[src/rtl/conway_run_ctrl.sv]
// Run-sequencing controller for the 8x8 Conway grid.
// It drives the grid clock-enable and load/run select, counts generations and detects halt conditions.
module conway_run_ctrl #(
  parameter int CELLS = 64,
  parameter int CNT_W = 16
) (
  input  logic             CLK,
  input  logic             RESET_N,
  input  logic             LOAD,
  input  logic             START,
  input  logic             STOP,
  input  logic             STEP,
  input  logic [CNT_W-1:0] GEN_LIMIT,
  input  logic [CELLS-1:0] CURRENT_STATE,
  input  logic [CELLS-1:0] NEXT_STATE,
  output logic             CLK_EN,
  output logic             LOAD_RUN,
  output logic [CNT_W-1:0] GEN_COUNT,
  output logic             BUSY,
  output logic             HALTED,
  output logic [1:0]       HALT_CAUSE
);

  typedef enum logic [2:0] {
    ST_IDLE,
    ST_LOAD,
    ST_RUN,
    ST_STEP,
    ST_HALT
  } state_e;

  localparam logic [1:0] CAUSE_LIMIT   = 2'd0;
  localparam logic [1:0] CAUSE_EXTINCT = 2'd1;
  localparam logic [1:0] CAUSE_STILL   = 2'd2;
  localparam logic [1:0] CAUSE_OSC2    = 2'd3;

  state_e             state_q, state_d;
  logic               loaded_q, loaded_d;
  logic               prev_valid_q, prev_valid_d;
  logic [CELLS-1:0]   prev_q, prev_d;
  logic [CNT_W-1:0]   gen_count_q, gen_count_d;
  logic               load_run_q, load_run_d;
  logic               busy_q, busy_d;
  logic               halted_q, halted_d;
  logic [1:0]         halt_cause_q, halt_cause_d;
  logic               clk_en_q;
  logic               en_dec;

  logic               run_adv;
  logic               load_adv;
  logic               halt_hit;
  logic [1:0]         hit_cause;
  logic [CNT_W:0]     gen_plus;

  // An advance happens on every rising edge where the committed enable is high.
  assign run_adv  = clk_en_q &  load_run_q;
  assign load_adv = clk_en_q & ~load_run_q;
  assign gen_plus = {1'b0, gen_count_q} + {{CNT_W{1'b0}}, 1'b1};

  always_comb begin
    halt_hit  = 1'b1;
    hit_cause = CAUSE_LIMIT;
    if (NEXT_STATE == '0) begin
      hit_cause = CAUSE_EXTINCT;
    end else if (NEXT_STATE == CURRENT_STATE) begin
      hit_cause = CAUSE_STILL;
    end else if (prev_valid_q && (NEXT_STATE == prev_q)) begin
      hit_cause = CAUSE_OSC2;
    end else if ((GEN_LIMIT != '0) && (gen_plus == {1'b0, GEN_LIMIT})) begin
      hit_cause = CAUSE_LIMIT;
    end else begin
      halt_hit = 1'b0;
    end
  end

  // Next-state logic: LOAD beats everything, then a halt detected on a run advance, then per-state commands.
  always_comb begin
    state_d      = state_q;
    halt_cause_d = halt_cause_q;
    if (LOAD) begin
      state_d = ST_LOAD;
    end else if (run_adv && halt_hit) begin
      state_d      = ST_HALT;
      halt_cause_d = hit_cause;
    end else begin
      case (state_q)
        ST_IDLE: begin
          if (!STOP && loaded_q) begin
            if (STEP)       state_d = ST_STEP;
            else if (START) state_d = ST_RUN;
          end
        end
        ST_LOAD: if (clk_en_q) state_d = ST_IDLE;
        ST_RUN:  if (STOP)     state_d = ST_IDLE;
        ST_STEP: if (clk_en_q) state_d = ST_IDLE;
        ST_HALT: state_d = ST_HALT;
        default: state_d = ST_IDLE;
      endcase
    end
  end

  always_comb begin
    gen_count_d  = gen_count_q;
    prev_d       = prev_q;
    prev_valid_d = prev_valid_q;
    loaded_d     = loaded_q;
    if (load_adv) begin
      gen_count_d  = '0;
      prev_valid_d = 1'b0;
      loaded_d     = 1'b1;
    end else if (run_adv) begin
      if (gen_count_q != '1) gen_count_d = gen_count_q + 1'b1;
      prev_d       = CURRENT_STATE;
      prev_valid_d = 1'b1;
    end
  end

  // Output decode; registered outputs follow the state being entered.
  always_comb begin
    load_run_d = 1'b1;
    busy_d     = 1'b0;
    halted_d   = 1'b0;
    en_dec     = 1'b0;
    case (state_d)
      ST_IDLE: load_run_d = loaded_d;
      ST_LOAD: load_run_d = 1'b0;
      ST_RUN,
      ST_STEP: busy_d     = 1'b1;
      ST_HALT: halted_d   = 1'b1;
      default: load_run_d = 1'b1;
    endcase
    case (state_q)
      ST_LOAD, ST_RUN, ST_STEP: en_dec = 1'b1;
      default:                  en_dec = 1'b0;
    endcase
  end

  always_ff @(posedge CLK or negedge RESET_N) begin
    if (!RESET_N) begin
      state_q      <= ST_IDLE;
      loaded_q     <= 1'b0;
      prev_valid_q <= 1'b0;
      prev_q       <= '0;
      gen_count_q  <= '0;
      load_run_q   <= 1'b0;
      busy_q       <= 1'b0;
      halted_q     <= 1'b0;
      halt_cause_q <= 2'd0;
    end else begin
      state_q      <= state_d;
      loaded_q     <= loaded_d;
      prev_valid_q <= prev_valid_d;
      prev_q       <= prev_d;
      gen_count_q  <= gen_count_d;
      load_run_q   <= load_run_d;
      busy_q       <= busy_d;
      halted_q     <= halted_d;
      halt_cause_q <= halt_cause_d;
    end
  end

  // The enable is captured on the falling edge so it is stable for the grid's AND-gated clock.
  always_ff @(negedge CLK or negedge RESET_N) begin
    if (!RESET_N) clk_en_q <= 1'b0;
    else          clk_en_q <= en_dec;
  end

  assign CLK_EN     = clk_en_q;
  assign LOAD_RUN   = load_run_q;
  assign GEN_COUNT  = gen_count_q;
  assign BUSY       = busy_q;
  assign HALTED     = halted_q;
  assign HALT_CAUSE = halt_cause_q;

endmodule

[config.mk]
export PLATFORM = sky130hd
export DESIGN_NAME = conway_run_ctrl
export DESIGN_NICKNAME = d
export VERILOG_FILES = /design/src/rtl/conway_run_ctrl.sv
export SDC_FILE = /design/constraint.sdc
export NUM_CORES = 1
export LEC_CHECK = 0
export CAP_MARGIN = 15
export CORE_ASPECT_RATIO = 0.9
export CORE_MARGIN = 2
export CORE_UTILIZATION = 30
export DETAILED_ROUTE_END_ITERATION = 10
export HOLD_SLACK_MARGIN = 0.02
export PLACE_DENSITY = 0.67
export REMOVE_ABC_BUFFERS = 1
export SLEW_MARGIN = 5
export SYNTH_ARGS = -nofsm -noshare
export SYNTH_HDL_FRONTEND = slang
export SYNTH_SLANG_ARGS = --single-unit
[constraint.sdc]
create_clock -name CLK -period 2.8 [get_ports CLK]
set_clock_uncertainty 0.1 [all_clocks]
set_input_delay 0.56 -clock CLK [delete_from_list [all_inputs] [get_ports CLK]]
set_output_delay 0.56 -clock CLK [all_outputs]
set_load 0.02 [all_outputs]
# After elaboration in Yosys (flattened, before gate mapping)
# Index checks and enable logic that the tools add are counted.
# totals
regBits	91
input_bits	150
out_inout_bits	22
word_cells	71
# classes
n_addsub	2
eq_ne	12
n_mux	25
n_bitwise	5
reduce_logical	17
# op_table
operator	n
== test 64 bit	2
zero test 64 bit	1
2-to-1 mux 16 bit	3
2-to-1 mux 3 bit	7
adder 16 x 1 -> 17 bit, second input constant	1
== test 17 x 16 -> 1 bit	1
adder 16 x 1 -> 16 bit, second input constant	1
inequality test 16 bit, second input constant	1
nonzero test 16 bit	1
== test 3 x 2 -> 1 bit, second input constant	4
case mux 3 bit (4 select lines)	1
2-to-1 mux 1 bit	10
== test 3 x 1 -> 1 bit, second input constant	2
== test 3 bit, second input constant	2
zero test 3 bit	2
2-to-1 mux 2 bit	3
AND reduction 2 bit	3
logical AND 1 bit	4
nonzero test 2 bit	2
OR reduction 2 bit	2
inverter 1 bit	3
OR reduction 3 bit	1
bitwise AND 1 bit	2
case mux 1 bit (2 select lines)	1
zero test 1 bit	1

# Depth between registers and ports, before layout
# Gate-level depths: netlist of the first run.
# depth
word_depth	13
ltp_mapped	11
mapped_depth_nobuf	9

==> key figures, run 1 <==
Timing
  – Final Hold Violating Endpoints: 0
  – Worst hold margin: 389 ps
  – Final worst setup slack: -336 ps
  – Max-slew violations: 0
  – Relative max-transition margin: about 57%
  – RSZ-0062 raised after global routing: true
  – Final Setup Violations: 84
  – Worst-margin pin slew: about 640 ps

Pwr
  – Leak: ~0.0044 µW
  – Combinational share of power: 37.2%
  – Int Power: 3310 µW
  – Part of the power in the clock network: 25.4%
  – Net Sw Frac: between 30 and 40%
  – Power Density: 482 nW/µm²
  – Sw Pwr: around 1600 µW
  – Peak supply drop: 0.357 mV
  – Sequential share of power: about 37%

GRT
  – Total global-route track usage: between 20% and 30%
  – First-pass GRT wire length: 32300 µm
  – Congestion Overflow GR: 0
  – Vias in the first global route: 5751
  – Initial antenna violation count: 0
  – Largest net degree at the start of global routing: 48

Worst setup path
  – Worst path arrival time: 2480 ps
  – Reg-to-reg endpoint: LOAD_RUN
  – Data required, critical path: 2140 ps
  – Worst r2r src: CLK_EN
  – Crit-path max FO: 3
  – CP Class: flop to primary output
  – R2r setup slk: -320 ps
  – Startpoint Class: flop
  – Worst reg2reg path depth: 4
  – Critical Path End Type: primary output

Clocking
  – CTS root buffer: clkbuf_16
  – H-tree depth: 3
  – CTS Buf Count: 9
  – CTS Sinks: about 90
  – CTS tree: done
  – Clock slew at reported path FFs: 70 ps
  – Clock buffer depth: 2
  – Clock latency on the worst-skew pair: ~360 ps

Floorplanning
  – DIE HEIGHT: around 140 µm
  – Site Rows: 48
  – Die area: 20600 µm²
  – # IOs: between 150 and 200
  – Die W: 151 µm
  – Initial Util: 30.5%
  – Core ar.: 19100 µm²

Placed design
  – DP Area: 8800 µm²
  – Routability cong.: 0.911
  – IO buf count: 171
  – Post-Place Worst Slack: -861 ps
  – DP HPWL: ~17000 µm

Finish
  – Fin nets: 1050
  – Antenna diodes: 0
  – Cell area after layout: 10100 µm²
  – Area Growth Syn to Fin: 73.3%
  – Number of fill cells: 1673
  – Share of layout cells above drive strength 1: 33.6%

Route
  – Antenna-violating nets left: 0
  – Vias post-DR: 5920
  – Via density: 5.13
  – Avg WL per Cell: 19.8 µm
  – WL final: 22900 µm
  – # DRC: 0
  – Initial DRC Count: 444
  – Detailed Routing Iterations Pass 1: 5

Min path
  – Hold Path Class: flop to flop
  – Hold path cells: 1
  – Worst Hold End: loaded_q
  – Worst hold start: loaded_q

Run
  – Max-cap violation count: 0

Logic synthesis
  – Ys Warns: 0
  – Unique masters post-synth: 57
  – Asr flop ratio synth: 100%
  – Yosys reg bits: 91
  – Synth Instances: 573
  – Avg Cell Area, Syn: around 10 µm²
  – Post-synth EDFFs: 0
  – Synth Flop Type: dfrtp_1
  – Post-Syn Area: 5830 µm²
  – Seq/Total Area, Yosys: 39.0%

Outcome
  – Outcome: finished with violations
  – Failing checks: negative setup slack
-- repair_timing --
| action | in CTS | in global routing |
|---|---|---|
| pin swaps | 11 | 32 |
| gates resized for setup | 40 | 159 |
| hold buffers | 1 | 0 |
| buffers inserted | 7 | 16 |
| endpoints found under the setup margin | 84 | 84 |
| gates cloned | 0 | 5 |
| hold endpoints to repair | 6 | 0 |
-- worst max path at each step --
stage	slack (ps)	startpoint	cells past startpoint	to
finish	-340	CLK_EN	2	CLK_EN
global route	-380	CLK_EN	5	LOAD_RUN
CTS	-320	CLK_EN	1	CLK_EN
detailed placement	-860	NEXT_STATE[48]	9	LOAD_RUN
global placement	-790	NEXT_STATE[48]	9	LOAD_RUN
floorplan	-2080	CLK_EN	5	GEN_COUNT[9]
-- per-stage QoR --
| step | utilization [%] | power, µW | instances | TNS, ps |
|---|---|---|---|---|
| 2_1_floorplan | - | 2520 | 557 | -122530 |
| 3_3_place_gp | 46.1 | 3220 | 1112 | -26560 |
| 3_5_place_dp | 46.1 | 3240 | 1112 | -29690 |
| 4_1_cts | 48.7 | 4520 | 1135 | -21240 |
| 5_1_grt | 52.9 | 5080 | 1154 | -21010 |
| 6_report | 52.9 | 4870 | 1154 | -16660 |
-- logic make-up (layout without fill, tap and decap cells) --
group / Yosys count / count (layout) / share of synthesized area (%)
and+or+nand+nor: 168 / 169 / 16.9
xor gates and xnor gates: 133 / 133 / 20.0
DFF: 91 / 91 / 39.0
AOI/OAI and AO/OA: 74 / 74 / 8.67
muxes: 64 / 64 / 12.3
buffers and inverters: 42 / 372 / 2.92
adders and majority gates: 1 / 1 / 0.214
-- cells in the mapped netlist, types with 13 or more instances --
cell       n  area [µm²]
a21oi_1   13        65.1
dfrtp_1   90        2250
inv_1     25        93.8
mux2_2    61         687
nand2_1   20        75.1
nand4_1   36         225
nor2_1    19        71.3
nor2b_1   13        81.3
nor4_1    33         206
o21ai_0   19        95.1
xnor2_1  114         998
xor2_1    19         166
-- sequential cells by signal, summed over array words and instances, names as in the netlist, 2 cells and up --
signal,cells
HALT_CAUSE,2
prev_q,64
state_q,3
GEN_COUNT,16
-- worst max-delay path, cell delays in order, from the launching register on --
cell and delay [ps]:
dfrtn_1 490, buf_6 130, buf_6 100
-- layer usage --
metal	global-route usage (%)	vias up	part of all wire [%]
met2	32.3	217	47
met4	5.30	0	2.0
li1	-	2732	-
met1	29.9	2933	45
met5	0	-	0
met3	4.03	38	5.9
-- layout by cell type, fill, tap and decap left out, types with 6 or more instances in the layout --
| master | count |
|---|---|
| xnor2_1 | 105 |
| xor2_1 | 19 |
| a21oi_1 | 11 |
| o21ai_1 | 6 |
| clkbuf_16 | 12 |
| mux2_4 | 47 |
| mux2_2 | 15 |
| dlymetal6s2s_1 | 32 |
| xnor2_2 | 9 |
| buf_4 | 136 |
| o22ai_1 | 6 |
| clkdlybuf4s50_1 | 133 |
| nand4_1 | 36 |
| nand2b_1 | 8 |
| and3_1 | 8 |
| buf_6 | 16 |
| inv_1 | 24 |
| o21ai_0 | 11 |
| nor2b_1 | 13 |
| nor4_2 | 17 |
| nand2_1 | 16 |
| dfrtp_1 | 89 |
| nor4_1 | 11 |
| nor2_1 | 18 |
-- power groups by stage --
stage,clock (µW),combinational (µW),sequential (µW)
3_5_place_dp,0,1440,1810
3_3_place_gp,0,1420,1800
5_1_grt,1300,1930,1850
6_report,1240,1810,1820
2_1_floorplan,0,741,1780
4_1_cts,1250,1490,1790
-- cell type report --
cell class | instances | area (µm²) | area share [%]
clock buffers | 9 | 225 | 2.23
clock inverters | 7 | 67.6 | 0.668
inverters | 26 | 100 | 0.990
flip-flops and latches | 91 | 2280 | 22.5
repair buffers | 330 | 3150 | 31.1
multi-input cells | 441 | 3980 | 39.4
well taps | 250 | 313 | 3.09
No activity file was read; power rests on OpenSTA's default activity.
==> inputs of run 2 (changes only) <==
--- a/config.mk
+++ b/config.mk
@@ -11,9 +11,8 @@
 export CORE_UTILIZATION = 30
 export DETAILED_ROUTE_END_ITERATION = 10
 export HOLD_SLACK_MARGIN = 0.02
-export PLACE_DENSITY = 0.67
+export PLACE_DENSITY = 0.54
 export REMOVE_ABC_BUFFERS = 1
-export SLEW_MARGIN = 5
 export SYNTH_ARGS = -nofsm -noshare
 export SYNTH_HDL_FRONTEND = slang
 export SYNTH_SLANG_ARGS = --single-unit
==> run 2 against run 1 <==
The run still ends with negative setup slack left. Combinational power decreased by 5%. Clock-buffer cell count increased by 1. Total power decreased by 3.9%. Clock power decreased by 6%. First-iteration DRC count decreased by 23%. Cell area decreased by 2.7%. Critical path type is now flop to flop.
==> key figures, run 2 (synthesis gave the netlist of run 1 again) <==
Finish
  – Fin nets: 1054 (was 1050)
  – Commonest non-fill, non-tap cell in the layout: clkdlybuf4s50_1 (was buf_4)
  – Non-Filler Instances: 1159 (was 1154)
  – Max reg flops: 64 (unchanged)
  – Commonest non-fill, non-tap cells in the layout: 159 x clkdlybuf4s50_1, 151 x buf_4, 108 x xnor2_1, 90 x dfrtp_1, 38 x mux2_2 (was 136 x buf_4, 133 x clkdlybuf4s50_1, 105 x xnor2_1, 89 x dfrtp_1, 47 x mux2_4)
  – Share of layout cells above drive strength 1: 32.9% (was 33.6%)
  – Biggest register: prev_q (unchanged)
  – Area Growth Syn to Fin: 68.6% (was 73.3%)
  – Cell area after layout: 9830 µm² (was 10100 µm²)

Min path
  – Hold Path Class: primary input to async pin (was flop to flop)

Timing
  – Relative max-transition margin: 49.9% (was 57.5%)
  – Max-slew violations: 0 (unchanged)
  – RSZ-0062 raised after global routing: true (unchanged)
  – Final worst setup slack: -342 ps (was -336 ps)
  – Final setup TNS: -22430 ps (was -16660 ps)
  – Worst-margin pin slew: 752 ps (was 638 ps)
  – Final Setup Violations: 83 (was 84)
  – Final Hold Violating Endpoints: 0 (unchanged)

Clocking
  – H-tree depth: 3 (unchanged)
  – CTS root buffer: clkbuf_16 (unchanged)
  – Clock slew at reported path FFs: 70 ps (about the same)
  – CTS tree: done (unchanged)
  – CTS Sinks: 91 (unchanged)
  – Clock buffer depth: 2 (unchanged)
  – Clock latency on the worst-skew pair: 360 ps (about the same)
  – Hold buffers post-CTS: 0 (was 1)
  – CTS Buf Count: 9 (unchanged)

Placed design
  – Routability cong.: 0.886 (was 0.911)
  – DP HPWL: 18600 µm (was 17200 µm)
  – IO buf count: 171 (unchanged)
  – DP Area: 8970 µm² (was 8800 µm²)
  – DP Cell Count: 1128 (was 1112)

Floorplanning
  – Die area: 20600 µm² (unchanged)
  – Core ar.: 19100 µm² (unchanged)
  – Site Rows: 48 (unchanged)
  – # IOs: 172 (unchanged)
  – Initial Util: 30.5% (unchanged)
  – DIE HEIGHT: 136 µm (unchanged)
  – Die W: 151 µm (unchanged)

Route
  – Antenna-violating nets left: 0 (unchanged)
  – Initial DRC Count: 344 (was 444)
  – # DRC: 0 (unchanged)
  – Vias post-DR: 5779 (was 5920)
  – Via density: 4.99 (was 5.13)
  – Detailed Routing Iterations Pass 1: 4 (was 5)
  – Avg WL per Cell: 20.0 µm (was 19.8 µm)
  – WL final: 23200 µm (was 22900 µm)

GRT
  – Congestion Overflow GR: 0 (unchanged)
  – First-pass GRT wire length: 35100 µm (was 32300 µm)
  – Largest net degree at the start of global routing: 56 (was 48)
  – Initial antenna violation count: 1 (was 0)
  – Total global-route track usage: 23.0% (was 20.9%)
  – Vias in the first global route: 5998 (was 5751)

Worst setup path
  – Startpoint Class: flop (unchanged)
  – Critical Path End Type: flop (was primary output)
  – Worst path arrival time: 3280 ps (was 2480 ps)
  – CP Class: flop to flop (was flop to primary output)
  – Crit-path max FO: 46 (was 3)
  – Data required, critical path: 2940 ps (was 2140 ps)

Pwr
  – Peak supply drop: 0.310 mV (was 0.357 mV)
  – Power Density: 476 nW/µm² (was 482 nW/µm²)
  – Leak: 0.00405 µW (was 0.00442 µW)

Outcome
  – Failing checks: negative setup slack (unchanged)
  – Outcome: finished with violations (unchanged)

Run
  – Max-cap violation count: 0 (unchanged)
## run 2: where the power goes
group / total [µW] / switching, µW / internal [µW]
Combinational: 1720 / 701 / 1010
Clock: 1160 / 555 / 604
Sequential: 1810 / 212 / 1590
Total: 4680 / 1470 / 3210
## run 2: layout make-up
cell class	instances	area, µm²
tap	250	313
sequential	91	2280
inverter	26	97.6
multi-input combinational	440	3810
fill	1779	9260
timing repair buffer	335	3060
clock inverter	6	42.5
clock buffer	10	229
antenna	1	2.50
## run 2: path summary, 6_finish.rpt
path	startpoint	endpoint	slack [ps]	depth (start not counted)
min in group CLK	loaded_q	loaded_q	390	1
max in group asynchronous	RESET_N	GEN_COUNT[1]	1240	3
worst max register to register	CLK_EN	prev_q[46]	-340	4
worst min-delay path	RESET_N	prev_q[33]	210	2
worst min register to register	loaded_q	loaded_q	390	1
worst max-delay path	CLK_EN	prev_q[46]	-340	4
## run 2: repair_timing
action                     4_1_cts  5_1_grt
cloned                           0        1
pin swaps                       10       11
gates resized for setup         87       36
buffers inserted                 8        5
setup endpoints to repair       85       86
## run 2: critical path: stages, from the launching register on
cell and delay [ps]:
dfrtn_1 510, buf_6 140, and2_4 200, buf_16 250, mux2_2 370
## run 2: per-stage QoR
| stage | total power [µW] | util, % | hold slack [ps] | setup slack [ps] |
|---|---|---|---|---|
| final | 4680 | 51.5 | 207 | -342 |
| after global placement | 3310 | 47.0 | 366 | -795 |
| after detailed placement | 3340 | 47.0 | 370 | -832 |
| after CTS | 4640 | 50.4 | 217 | -312 |
| after global routing | 4910 | 51.5 | 235 | -378 |
| after floorplan | 2520 | - | 164 | -2080 |
## run 2: routing by layer
layer | track usage, % | part of all wire [%] | wire length (µm) | vias to the layer above
li1 | - | - | - | 2745
met1 | 33.1 | 48 | 11000 | 2867
met5 | 0 | 0 | 0 | -
met4 | 4.10 | 0.85 | 197 | 0
met3 | 3.93 | 5.1 | 1190 | 11
met2 | 36.6 | 46 | 10800 | 156
